===== config.mk =====
export PLATFORM = sky130hd
export DESIGN_NAME = reg_writeback
export DESIGN_NICKNAME = d
export VERILOG_FILES = /design/src/rtl/reg_writeback.sv
export SDC_FILE = /design/constraint.sdc
export NUM_CORES = 1
export LEC_CHECK = 0
export ABC_AREA = 1
export CAP_MARGIN = 25
export CORE_UTILIZATION = 48
export CTS_BUF_LIST = sky130_fd_sc_hd__clkbuf_8 sky130_fd_sc_hd__clkbuf_16
export DETAILED_ROUTE_END_ITERATION = 12
export PLACE_DENSITY = 0.87
export SETUP_SLACK_MARGIN = 0.02
export SYNTH_ARGS = -nofsm -noshare
export SYNTH_HDL_FRONTEND = slang
export SYNTH_SLANG_ARGS = --single-unit

===== constraint.sdc =====
create_clock -name clk -period 2.2 [get_ports clk]
set_input_delay 0.44 -clock clk [delete_from_list [all_inputs] [get_ports clk]]
set_output_delay 0.44 -clock clk [all_outputs]
set_load 0.02 [all_outputs]

===== src/rtl/reg_writeback.sv =====
// Write-back stage: registers the register-file write port and services loads over a
// req/ack data-memory handshake with byte/halfword extraction and a request timeout.
module reg_writeback #(
    parameter int unsigned TIMEOUT = 255
) (
    input  logic        clk,
    input  logic        rst,
    input  logic        in_valid,
    output logic        in_ready,
    input  logic [31:0] inst,
    input  logic [31:0] alu_result,
    input  logic [31:0] pc_plus4,
    output logic        mem_req,
    output logic [31:0] mem_addr,
    input  logic        mem_ack,
    input  logic [31:0] mem_rdata,
    output logic        RegWrite,
    output logic [4:0]  rd_addr,
    output logic [31:0] write_data,
    output logic        err
);

    localparam logic [6:0] OpR    = 7'b0110011;
    localparam logic [6:0] OpImm  = 7'b0010011;
    localparam logic [6:0] OpLui  = 7'b0110111;
    localparam logic [6:0] OpJal  = 7'b1101111;
    localparam logic [6:0] OpJalr = 7'b1100111;
    localparam logic [6:0] OpLoad = 7'b0000011;

    localparam logic [2:0] F3Lb  = 3'b000;
    localparam logic [2:0] F3Lh  = 3'b001;
    localparam logic [2:0] F3Lw  = 3'b010;
    localparam logic [2:0] F3Lbu = 3'b100;
    localparam logic [2:0] F3Lhu = 3'b101;

    // Last counter value before the request is abandoned.
    localparam logic [15:0] CntLast = 16'(TIMEOUT - 1);

    typedef enum logic [0:0] {
        StIdle,
        StMemWait
    } state_e;

    state_e      state_q, state_d;
    logic [15:0] cnt_q, cnt_d;
    logic        mem_req_q, mem_req_d;
    logic [31:0] mem_addr_q, mem_addr_d;
    logic [4:0]  ld_rd_q, ld_rd_d;
    logic [2:0]  ld_funct3_q, ld_funct3_d;
    logic [1:0]  ld_off_q, ld_off_d;
    logic        reg_write_q, reg_write_d;
    logic [4:0]  rd_addr_q, rd_addr_d;
    logic [31:0] write_data_q, write_data_d;
    logic        err_q, err_d;

    logic [6:0]  opcode;
    logic [2:0]  funct3;
    logic [4:0]  rd;
    logic        accept;
    logic        ld_bad;
    logic [7:0]  lane_byte;
    logic [15:0] lane_half;
    logic [31:0] load_data;
    logic        unused_inst;

    assign opcode      = inst[6:0];
    assign funct3      = inst[14:12];
    assign rd          = inst[11:7];
    assign unused_inst = ^inst[31:15];

    assign in_ready = (state_q == StIdle) && !rst;
    assign accept   = in_valid && in_ready;

    // Unsupported load widths are reported through the same path as misalignment.
    always_comb begin
        ld_bad = 1'b1;
        unique case (funct3)
            F3Lb, F3Lbu: ld_bad = 1'b0;
            F3Lh, F3Lhu: ld_bad = alu_result[0];
            F3Lw:        ld_bad = |alu_result[1:0];
            default:     ld_bad = 1'b1;
        endcase
    end

    always_comb begin
        lane_byte = mem_rdata[7:0];
        unique case (ld_off_q)
            2'd0: lane_byte = mem_rdata[7:0];
            2'd1: lane_byte = mem_rdata[15:8];
            2'd2: lane_byte = mem_rdata[23:16];
            2'd3: lane_byte = mem_rdata[31:24];
        endcase
        lane_half = ld_off_q[1] ? mem_rdata[31:16] : mem_rdata[15:0];

        load_data = mem_rdata;
        unique case (ld_funct3_q)
            F3Lb:    load_data = {{24{lane_byte[7]}}, lane_byte};
            F3Lbu:   load_data = {24'd0, lane_byte};
            F3Lh:    load_data = {{16{lane_half[15]}}, lane_half};
            F3Lhu:   load_data = {16'd0, lane_half};
            default: load_data = mem_rdata;
        endcase
    end

    always_comb begin
        state_d      = state_q;
        cnt_d        = cnt_q;
        mem_req_d    = mem_req_q;
        mem_addr_d   = mem_addr_q;
        ld_rd_d      = ld_rd_q;
        ld_funct3_d  = ld_funct3_q;
        ld_off_d     = ld_off_q;
        reg_write_d  = 1'b0;
        rd_addr_d    = rd_addr_q;
        write_data_d = write_data_q;
        err_d        = 1'b0;

        unique case (state_q)
            StIdle: begin
                if (accept) begin
                    unique case (opcode)
                        OpR, OpImm, OpLui: begin
                            if (rd != 5'd0) begin
                                reg_write_d  = 1'b1;
                                rd_addr_d    = rd;
                                write_data_d = alu_result;
                            end
                        end
                        OpJal, OpJalr: begin
                            if (rd != 5'd0) begin
                                reg_write_d  = 1'b1;
                                rd_addr_d    = rd;
                                write_data_d = pc_plus4;
                            end
                        end
                        OpLoad: begin
                            if (ld_bad) begin
                                err_d = 1'b1;
                            end else begin
                                // x0 loads still issue the read; the write is suppressed later.
                                ld_rd_d     = rd;
                                ld_funct3_d = funct3;
                                ld_off_d    = alu_result[1:0];
                                mem_req_d   = 1'b1;
                                mem_addr_d  = {alu_result[31:2], 2'b00};
                                cnt_d       = 16'd0;
                                state_d     = StMemWait;
                            end
                        end
                        default: ;
                    endcase
                end
            end
            StMemWait: begin
                if (mem_ack) begin
                    mem_req_d = 1'b0;
                    state_d   = StIdle;
                    if (ld_rd_q != 5'd0) begin
                        reg_write_d  = 1'b1;
                        rd_addr_d    = ld_rd_q;
                        write_data_d = load_data;
                    end
                end else if (cnt_q == CntLast) begin
                    mem_req_d = 1'b0;
                    err_d     = 1'b1;
                    state_d   = StIdle;
                end else begin
                    cnt_d = cnt_q + 16'd1;
                end
            end
        endcase
    end

    always_ff @(posedge clk) begin
        if (rst) begin
            state_q      <= StIdle;
            cnt_q        <= 16'd0;
            mem_req_q    <= 1'b0;
            mem_addr_q   <= 32'd0;
            ld_rd_q      <= 5'd0;
            ld_funct3_q  <= 3'd0;
            ld_off_q     <= 2'd0;
            reg_write_q  <= 1'b0;
            rd_addr_q    <= 5'd0;
            write_data_q <= 32'd0;
            err_q        <= 1'b0;
        end else begin
            state_q      <= state_d;
            cnt_q        <= cnt_d;
            mem_req_q    <= mem_req_d;
            mem_addr_q   <= mem_addr_d;
            ld_rd_q      <= ld_rd_d;
            ld_funct3_q  <= ld_funct3_d;
            ld_off_q     <= ld_off_d;
            reg_write_q  <= reg_write_d;
            rd_addr_q    <= rd_addr_d;
            write_data_q <= write_data_d;
            err_q        <= err_d;
        end
    end

    assign mem_req    = mem_req_q;
    assign mem_addr   = mem_addr_q;
    assign RegWrite   = reg_write_q;
    assign rd_addr    = rd_addr_q;
    assign write_data = write_data_q;
    assign err        = err_q;

endmodule


==> results of run 1 <==
[final timing paths]
kind	end	cells past startpoint	start
setup / recovery	in_ready	3	rst
hold / removal	mem_req$_SDFFE_PP0P_	2	mem_req$_SDFFE_PP0P_
setup reg to reg	cnt_q[14]$_SDFFE_PP0P_	9	cnt_q[0]$_SDFFE_PP0P_
hold reg to reg	mem_req$_SDFFE_PP0P_	2	mem_req$_SDFFE_PP0P_
[metrics by stage]
stage	worst slack, ns	hold WS (ns)	instance area (um2)	utilization
CTS	0.123	0.479	7510	0.693
global route	0.0536	0.493	7510	0.693
detailed placement	0.0382	0.465	7350	0.678
finish	0.130	0.479	7510	0.693
global placement	0.101	0.462	7350	0.678
floorplan	0.608	0.455	5330	-
[cell families after synthesis]
group / after synthesis
compound gates: 138
buf+inv: 92
xor+xnor: 2
simple gates: 524
flops: 97
other cells: 1
fa+ha+maj: 2
[layout by cell type (no fill, tap or decap), drive strengths merged]
| master | n |
|---|---|
| nor2 | 163 |
| nand3b | 17 |
| dfxtp | 97 |
| nand2 | 242 |
| clkdlybuf4s50 | 185 |
| o21ai | 71 |
| nor3 | 3 |
| a31oi | 1 |
| xor2 | 2 |
| clkinvlp | 3 |
| nand3 | 92 |
| clkbuf | 9 |
| conb | 2 |
| buf | 23 |
| inv | 40 |
| clkinv | 3 |
| nand4 | 6 |
| o211ai | 8 |
| a21oi | 53 |
| nor3b | 1 |
| a211oi | 5 |
| ha | 2 |
[Yosys cell counts]
library cell / instances
buf_1: 2
nor3_1: 3
dfxtp_1: 97
buf_6: 3
nand2_4: 1
nor2_1: 162
inv_1: 34
o21ai_1: 3
conb_1: 1
buf_4: 6
o21ai_0: 68
nand4_1: 6
nand3_1: 91
nor2_2: 1
a31oi_2: 1
inv_2: 4
clkinv_1: 1
xor2_1: 2
clkbuf_1: 25
nand2_2: 2
nand3_2: 1
nand3b_1: 17
ha_1: 2
buf_2: 17
nor3b_4: 1
o211ai_1: 8
a211oi_1: 5
a21oi_1: 53
nand2_1: 239
[flip-flops by register name (all words and copies together), names as in the netlist]
name	count
RegWrite	1
write_data	32
state_q	1
err	1
ld_rd_q	5
ld_off_q	2
mem_addr	30
rd_addr	5
mem_req	1
ld_funct3_q	3
cnt_q	16
[critical path: cells and delay by family]
kind | cells | cell delay, ns
buf+inv | 2 | 1.08
simple gates | 1 | 0.11
[report_power, final]
group | total, uW | internal (uW) | switching (uW)
combinational | 438 | 248 | 190
sequential | 1760 | 1760 | 3.62
clock | 1050 | 399 | 653
[final cells by class]
type                       count  area (um2)
clock inverter                 7        40.0
fill                         943        3330
inverter                      39         146
sequential                    97        1940
multi-input combinational    668        2990
timing repair buffer         208        2100
tap                          140         175
clock buffer                   9         124
[routing by layer]
layer,routed length [um],part of all wire,up-vias
li1,-,-,3109
met5,0,0,-
met2,8480,0.47,341
met1,7130,0.40,2854
met4,615,0.034,0
met3,1740,0.097,46
==> out/qor.tcl, run 1 <==
set qor(cts.root.buffer_cell) {clkbuf_8}
set qor(place.port_buffers) 185
set qor(core.rowCount) 38
set qor(maximum_number_of_pins_on_one_net_before_global_route_repair) 67
set qor(critical_path_peak_fanout) 3
set qor(max-cap-violations) 0
set qor(synth_compound_gate_area_share) 0.137
set qor(antenna_left) 0
set qor(num_antenna_cells) 0
set qor(final.period_utilization) 0.941
set qor(grt_setup_unrepaired) {false}
set qor(yosysTopAreaCell) {dfxtp_1}
set qor(post_synth_adder_cell_area) 0.00469
set qor(dr.pass1.iters) 8
set qor(syn-mean-instance-area_um2) 6.23
set qor(ys_seq_area_frac) 0.364
set qor(reg2reg_slack_ns) 0.47
set qor(cts_max_path_buffers) 2
set qor(grt_overflow) 0
set qor(tritoncts_num_sinks) 97
set qor(first_global_vias) 5708
set qor(critPathMostFrequentCell) {clkdlybuf4s50_1}
set qor(detail_route.vias_per_cell) 5.44
set qor(clock_insertion_delay_worst_skew_ns) 0.38
set qor(globalRouteTotalUtil) 0.310
set qor(netlist_area_um2) 5330
set qor(syn2layout_area_growth_pct) 41.0
set qor(synth_cell_types) 29
set qor(synth_seq_cells) 97
set qor(floorplan.die.height_um) 107
set qor(endpoint_required_time_on_the_critical_path_ns) 1.76
set qor(die_w_um) 107
set qor(yosys-mux-area-fraction) 0
set qor(total_power_uw) 3250
set qor(post-place-cells) 1152
set qor(slowest_delay_ns) 0.61
set qor(cts_tree) {yes}
set qor(run_status) {complete, no violations}
set qor(report.final.slew_viol_count) 0
set qor(worst-endpoint-arrival_ns) 1.63
set qor(globalRouteMet3Util) 0.0569
set qor(routability_driven_placement_congestion_ratio) 0.952
set qor(initial_core_util) 0.492
set qor(worst_setup_hold_path_clk_slew_ns) 0.09
set qor(finalWorstPathRequiredPeriod_ns) 2.07
set qor(globalRoute.busiestLayer) {met2}
set qor(antenna_found_initial) 0
set qor(final_layout_size_suffix_gt1_frac) 0.0486
set qor(min-delay-path-class) {reg -> reg}
set qor(routed-via-count) 6350
set qor(path_class) {in -> out}
set qor(layout.nets) 1157
set qor(die-area_um2) 11500
set qor(timing.final.hold_violations) 0
set qor(routed_wl_mm) 18.0
set qor(synthesis.instances) 856
set qor(first_pass_grt_wire_length_mm) 28.1
set qor(groute.layer.met1.usage) 0.387
set qor(critical_path.endpoint_type) {output port}
set qor(finalClockSkew_ns) 0.0164
set qor(irDropWorstVdd_v) 0.000344
set qor(drt_drc_violations_left) 0
set qor(synth_top_family_by_area) {simple AND/OR/NAND/NOR gates}
set qor(critical_path.cell_chain) {clkdlybuf4s50_1 -> nor2_1 -> clkdlybuf4s50_1}
set qor(post_cts_hold_buffer_count) 0
set qor(cp-start-kind) {primary input}
set qor(fp.coreArea_um2) 10800
set qor(design.portCount) 205
set qor(post_synth_main_area_contributors) {dfxtp_1, nand2_1, nor2_1}
set qor(final.setup.tns_ns) 0
set qor(final-instance-count-excl-fill) 1168
set qor(p_per_cell_area_nw_per_um2) 433
set qor(drt-initial-drc-count) 508
set qor(slowest_stage) {clkdlybuf4s50_1}
set qor(post-cts-setup-buffers) 0
set qor(dp_hpwl_mm) 13.0
set qor(grt_util_met2) 0.518
set qor(maxClockFrequency_mhz) 483
set qor(h-tree-depth) 3
set qor(synth_xor_area_frac) 0.00329
set qor(yosysTopAreaCellShare) 0.364
set qor(post_cts_resized) 0
set qor(wire_per_inst_um) 15.4
set qor(post_synth_and_or_nand_nor_area_fraction) 0.413
set qor(leakage_uw) 0.00309
set qor(cts_buffers) 9
set qor(synthesis.yosys.warnings) 0
set qor(timing.final.setup_violations) 0
Note: power is estimated with default switching activity, not from simulation.
==> run 2, diff against run 1 <==
- CORE_UTILIZATION: 48 -> 40
- CTS_CLUSTER_SIZE: default -> 28
- PLACE_DENSITY: 0.87 -> 0.74
==> run 2 against run 1 <==
Clock skew down 0.0080 ns. Die area rose by 20%. Count of clock-buffer cells in the layout rose by 2. Total power is 17% higher. Cell count grew 3.0%. Routed wire length fell by 0.67%. Combinational power fell by 2%. Register-to-register slack better by 0.02 ns. Worst setup slack worse by 0.0030 ns. Sequential share of layout area is 0.68 points lower. Global-route usage is 4.9 points lower.
==> out/qor.tcl, run 2 (synthesis results as in run 1) <==
set qor(cts_buffers) 9 ;# unchanged
set qor(die_w_um) 117 ;# +9.4%
set qor(run_status) {complete, no violations}
set qor(most_common_library_cell_in_the_layout_ignoring_fill_and_taps) {nand2_1}
set qor(fin_worst_hold_slack_ns) 0.469 ;# -0.0101 ns
set qor(min_path_cells) 2 ;# unchanged
set qor(drt_drc_violations_left) 0 ;# unchanged
set qor(p_per_cell_area_nw_per_um2) 493 ;# +14%
set qor(routed-via-count) 6150 ;# -3.1%
set qor(cts_tree) {yes}
set qor(maximum_number_of_pins_on_one_net_before_global_route_repair) 45 ;# -33%
set qor(tritoncts_num_sinks) 97 ;# unchanged
set qor(cts.root.buffer_cell) {clkbuf_16}
set qor(timing.final.hold_violations) 0 ;# unchanged
set qor(power.share.clock) 0.423 ;# +0.100
set qor(relSlewSlack) 0.652
set qor(floorplan.die.height_um) 117 ;# +9.4%
set qor(final.period_utilization) 0.942 ;# +0.00135
set qor(finalWorstPathRequiredPeriod_ns) 2.07 ;# +0.00298 ns
set qor(rr_startpoint) {cnt_q[4]$_SDFFE_PP0P_}
set qor(cts_max_path_buffers) 2 ;# unchanged
set qor(drt-initial-drc-count) 572 ;# +13%
set qor(max-cap-violations) 0 ;# unchanged
set qor(power.share.switching) 0.228 ;# -0.0325
set qor(grt_overflow) 0 ;# unchanged
set qor(reg2regPathDepth) 11 ;# +2
set qor(irDropWorstVdd_v) 0.000356 ;# +3.6%
set qor(detail_route.vias_per_cell) 5.11 ;# -6.0%
set qor(post-cts-setup-buffers) 0 ;# unchanged
set qor(largest_register_ff_count) 32 ;# unchanged
set qor(first_global_vias) 5490 ;# -3.8%
set qor(design.portCount) 205 ;# unchanged
set qor(r2r_end) {cnt_q[15]$_SDFFE_PP0P_}
set qor(min-delay-path-class) {reg -> reg}
set qor(final_core_util) 0.602 ;# -0.0914
set qor(routed_wl_mm) 17.8 ;# -0.67%
set qor(final_layout_size_suffix_gt1_frac) 0.0524 ;# +0.00374
set qor(layout.nets) 1161 ;# +0.35%
set qor(critical_path_peak_fanout) 3 ;# unchanged
set qor(finalClockSkew_ns) 0.00844 ;# -0.00799 ns
set qor(num_antenna_cells) 0 ;# unchanged
set qor(maxClockFrequency_mhz) 482 ;# -0.14%
set qor(dr.pass1.iters) 5 ;# -3
set qor(power.net_switching_uw) 866 ;# +2.3%
set qor(final.setup.tns_ns) 0 ;# unchanged
set qor(reg2reg_slack_ns) 0.49 ;# +0.02 ns
set qor(hold_end) {mem_req$_SDFFE_PP0P_}
set qor(timing.final.setup_violations) 0 ;# unchanged
set qor(syn2layout_area_growth_pct) 44.8
set qor(initial_core_util) 0.416 ;# -0.0761
set qor(report.final.slew_viol_count) 0 ;# unchanged
set qor(first_pass_grt_wire_length_mm) 28.5 ;# +1.5%
set qor(routability_driven_placement_congestion_ratio) 0.910 ;# -4.4%
set qor(core.rowCount) 41 ;# +7.9%
set qor(cp-start-kind) {primary input}
set qor(post_cts_resized) 0 ;# unchanged
set qor(h-tree-depth) 3 ;# unchanged
set qor(dp_hpwl_mm) 12.9 ;# -0.58%
set qor(die-area_um2) 13800 ;# +20%
set qor(antenna_left) 0 ;# unchanged
set qor(worst_setup_hold_path_clk_slew_ns) 0.06 ;# -0.03 ns
set qor(worst-endpoint-arrival_ns) 1.63 ;# about the same
set qor(commonest_cells_after_routing_fill_and_taps_aside) {nand2_1, clkdlybuf4s50_1, nor2_1}
set qor(grt_setup_unrepaired) {false}
set qor(post_cts_hold_buffer_count) 0 ;# unchanged
set qor(wire_per_inst_um) 14.8 ;# -3.6%
set qor(place.port_buffers) 185 ;# unchanged
set qor(antenna_found_initial) 0 ;# unchanged
set qor(hold_path_startpoint) {mem_req$_SDFFE_PP0P_}
set qor(clock_insertion_delay_worst_skew_ns) 0.35 ;# -0.03 ns
set qor(path_class) {in -> out}
set qor(critical_path.endpoint_type) {output port}
set qor(leakage_uw) 0.00318 ;# +2.9%
set qor(endpoint_required_time_on_the_critical_path_ns) 1.76 ;# about the same
set qor(fp.coreArea_um2) 12800 ;# +18%
set qor(worst_pin_slew_ns) 0.522
set qor(p_int_uw) 2940 ;# +22%
set qor(relative_contribution_of_combinational_cells_to_total_power) 0.113 ;# -0.022
set qor(globalRouteTotalUtil) 0.261 ;# -0.0493
set qor(share_seq_of_total_power) 0.464 ;# -0.078
==> run 2: area by class of cell <==
class / count / area, um2
fillers: 1218 / 5110
multi-input cells: 668 / 2990
flip-flops and latches: 97 / 1940
well taps: 172 / 215
clock buffers: 11 / 253
inverters: 39 / 146
clock inverters: 4 / 45.0
repair buffers: 212 / 2130
==> run 2: worst max-delay path by stage <==
| stage | end | slack (ns) | startpoint |
|---|---|---|---|
| final | in_ready | 0.13 | rst |
| after global routing | in_ready | 0.09 | rst |
| after CTS | in_ready | 0.12 | rst |
| after detailed placement | mem_addr[10]$_SDFFE_PP0P_ | 0.02 | inst[1] |
| after global placement | mem_addr[18]$_SDFFE_PP0P_ | 0.04 | inst[1] |
| after floorplan | in_ready | 0.61 | rst |
==> run 2: power groups by stage <==
stage          clock network, uW  logic, uW  registers, uW
2_1_floorplan                  0        128           1810
3_3_place_gp                   0        428           1810
3_5_place_dp                   0        426           1810
4_1_cts                     1630        429           1770
5_1_grt                     1700        463           1770
6_report                    1610        430           1770
==> run 2: stage by stage <==
step                worst slack [ns]  total power [uW]  std cells  instance area [um2]
floorplan                      0.608              1940        857                 5330
finish                         0.127              3810       1203                 7720
detailed placement            0.0182              2230       1188                 7420
global route                  0.0882              3930       1203                 7720
global placement              0.0436              2230       1188                 7420
CTS                            0.121              3830       1203                 7720
==> run 2: per-layer routing <==
metal  GRT usage  wire length, um  vias up
met5           0                0        -
met4       0.119              591        0
met3      0.0467             1350       37
met2       0.414             8200      239
met1       0.342             7700     2756
li1            -                -     3118
==> run 2: worst max-delay path, cell delays in order <==
cell             delay [ns]
clkdlybuf4s50_1        0.47
nor2_1                 0.12
clkdlybuf4s50_1        0.61
==> run 3, diff against run 2 <==
- CORE_MARGIN: default -> 10
==> run 3 against run 2 <==
Largest power group unchanged. Cell count up 0.17%. Count of clock-buffer cells in the layout unchanged. Die area up 33%. Core utilization down 1.6 points. Via count up 0.29%. Total power up 2.1%. Sequential power about the same. Clock skew up 0.0024 ns. Hold slack better by 0.011 ns. Sequential share of layout area up 0.078 points.
==> out/qor.tcl, run 3 (synthesis results as in run 1) <==
set qor(finalClockSkew_ns) 0.0109 ;# +0.00242 ns
set qor(run_status) {complete, no violations}
set qor(cts_max_path_buffers) 2 ;# unchanged
set qor(drt-initial-drc-count) 486 ;# -15%
set qor(syn2layout_area_growth_pct) 44.4
set qor(first_global_vias) 5724 ;# +4.3%
set qor(core.rowCount) 42 ;# +2.4%
set qor(leakage_uw) 0.00315 ;# -1.0%
set qor(maxClockFrequency_mhz) 482 ;# -0.12%
set qor(cts.root.buffer_cell) {clkbuf_16}
set qor(path_class) {in -> out}
set qor(cts_tree) {yes}
set qor(cts_buffers) 9 ;# unchanged
set qor(finalWorstPathRequiredPeriod_ns) 2.08 ;# +0.00256 ns
set qor(floorplan.die.height_um) 135 ;# +15%
set qor(timing.final.hold_violations) 0 ;# unchanged
set qor(dp_slack_ns) -0.00210 ;# -0.0203 ns
set qor(die-area_um2) 18300 ;# +33%
set qor(drt_drc_violations_left) 0 ;# unchanged
set qor(routed-via-count) 6168 ;# +0.29%
set qor(routability_driven_placement_congestion_ratio) 0.935 ;# +2.8%
set qor(place.port_buffers) 185 ;# unchanged
set qor(endpoint_required_time_on_the_critical_path_ns) 1.76 ;# about the same
set qor(max-cap-violations) 0 ;# unchanged
set qor(worst_pin_slew_ns) 0.563 ;# +0.0412 ns
set qor(relSlewSlack) 0.625 ;# -0.0275
set qor(clock_insertion_delay_worst_skew_ns) 0.35 ;# about the same
set qor(final.period_utilization) 0.943 ;# +0.00116
set qor(critPathMostFrequentCell) {clkdlybuf4s50_1}
set qor(timing.final.setup_violations) 0 ;# unchanged
set qor(tritoncts_num_sinks) 97 ;# unchanged
set qor(routed_wl_mm) 20.1 ;# +12%
set qor(design.portCount) 205 ;# unchanged
set qor(post-cts-setup-buffers) 0 ;# unchanged
set qor(dp_hpwl_mm) 14.8 ;# +14%
set qor(cp-start-kind) {primary input}
set qor(antenna_found_initial) 0 ;# unchanged
set qor(first_pass_grt_wire_length_mm) 30.9 ;# +8.5%
set qor(critical_path.endpoint_type) {output port}
set qor(irDropWorstVdd_v) 0.000295 ;# -17%
set qor(dr.pass1.iters) 5 ;# unchanged
set qor(slowest_delay_ns) 0.61 ;# about the same
set qor(maximum_number_of_pins_on_one_net_before_global_route_repair) 67 ;# +49%
set qor(min-delay-path-class) {reg -> reg}
set qor(fp.coreArea_um2) 13100 ;# +2.4%
set qor(worst_setup_hold_path_clk_slew_ns) 0.07 ;# about the same
set qor(largest_register_ff_count) 32 ;# unchanged
set qor(h-tree-depth) 3 ;# unchanged
set qor(critical_path_peak_fanout) 3 ;# unchanged
set qor(final-instance-count-excl-fill) 1205 ;# +0.17%
set qor(final_layout_size_suffix_gt1_frac) 0.0525 ;# +0.000102
set qor(globalRouteTotalUtil) 0.211 ;# -0.0493
set qor(worst_setup_slack_after_layout_ns) 0.125 ;# -0.00256 ns
set qor(die_w_um) 135 ;# +15%
set qor(slowest_stage) {clkdlybuf4s50_1}
set qor(most_common_library_cell_in_the_layout_ignoring_fill_and_taps) {nand2_1}
set qor(p_per_cell_area_nw_per_um2) 505 ;# +2.4%
set qor(commonest_cells_after_routing_fill_and_taps_aside) {nand2_1, clkdlybuf4s50_1, nor2_1}
set qor(post_cts_hold_buffer_count) 0 ;# unchanged
set qor(grt_overflow) 0 ;# unchanged
set qor(post_cts_resized) 0 ;# unchanged
set qor(detail_route.vias_per_cell) 5.12 ;# +0.13%
set qor(initial_core_util) 0.406 ;# -0.00990
set qor(worst-endpoint-arrival_ns) 1.64 ;# about the same
set qor(wire_per_inst_um) 16.7 ;# +12%
set qor(report.final.slew_viol_count) 0 ;# unchanged
set qor(layout.nets) 1158 ;# -0.26%
set qor(grt_setup_unrepaired) {false}
set qor(post-place-cells) 1189 ;# +0.084%
set qor(antenna_left) 0 ;# unchanged
set qor(num_antenna_cells) 0 ;# unchanged
set qor(critical_path.cell_chain) {clkdlybuf4s50_1 -> nor2_1 -> clkdlybuf4s50_1}
==> run 3: path summary, 6_finish.rpt <==
check	from	endpoint	slack, ns	cells after the start
max	rst	in_ready	0.12	3
min	mem_req$_SDFFE_PP0P_	mem_req$_SDFFE_PP0P_	0.48	2
max reg2reg	state_q$_SDFF_PP0_	write_data[4]$_SDFFE_PP0P_	0.30	6
min reg2reg	mem_req$_SDFFE_PP0P_	mem_req$_SDFFE_PP0P_	0.48	2
==> run 3: power by group <==
part,internal [uW],leakage [uW],switching (uW)
Combinational,246,0.00221,184
Sequential,1760,0.000781,3.49
Clock,951,0.000152,741
Total,2960,0.00315,928
==> run 3: final cells by class <==
type	count	area, um2
clock buffer	11	253
clock inverter	5	63.8
fill	1286	5440
inverter	39	146
multi-input combinational	668	2990
sequential	97	1940
tap	176	220
timing repair buffer	209	2080
==> run 3: metrics by stage <==
| step | total power (uW) | area, um2 | hold WS [ns] | TNS (ns) | utilization |
|---|---|---|---|---|---|
| after floorplan | 1940 | 5330 | 0.455 | 0 | - |
| after global placement | 2230 | 7380 | 0.452 | 0 | 0.562 |
| after detailed placement | 2230 | 7380 | 0.474 | -0.00210 | 0.562 |
| after CTS | 3900 | 7690 | 0.484 | 0 | 0.586 |
| after global routing | 4000 | 7690 | 0.505 | 0 | 0.586 |
| final | 3890 | 7690 | 0.481 | 0 | 0.586 |
==> run 3: critical path: cells and delay by family <==
family / cells / cell delay (ns)
buffers and inverters: 2 / 1.08
and+or+nand+nor: 1 / 0.11
==> run 3: routing by layer <==
layer / vias to the layer above / share of wire / GRT usage / wire length (um)
li1: 3109 / - / - / -
met5: - / 0 / 0 / 0
met2: 233 / 0.48 / 0.350 / 9690
met4: 0 / 0.020 / 0.0700 / 399
met3: 26 / 0.079 / 0.0475 / 1580
met1: 2800 / 0.42 / 0.265 / 8400
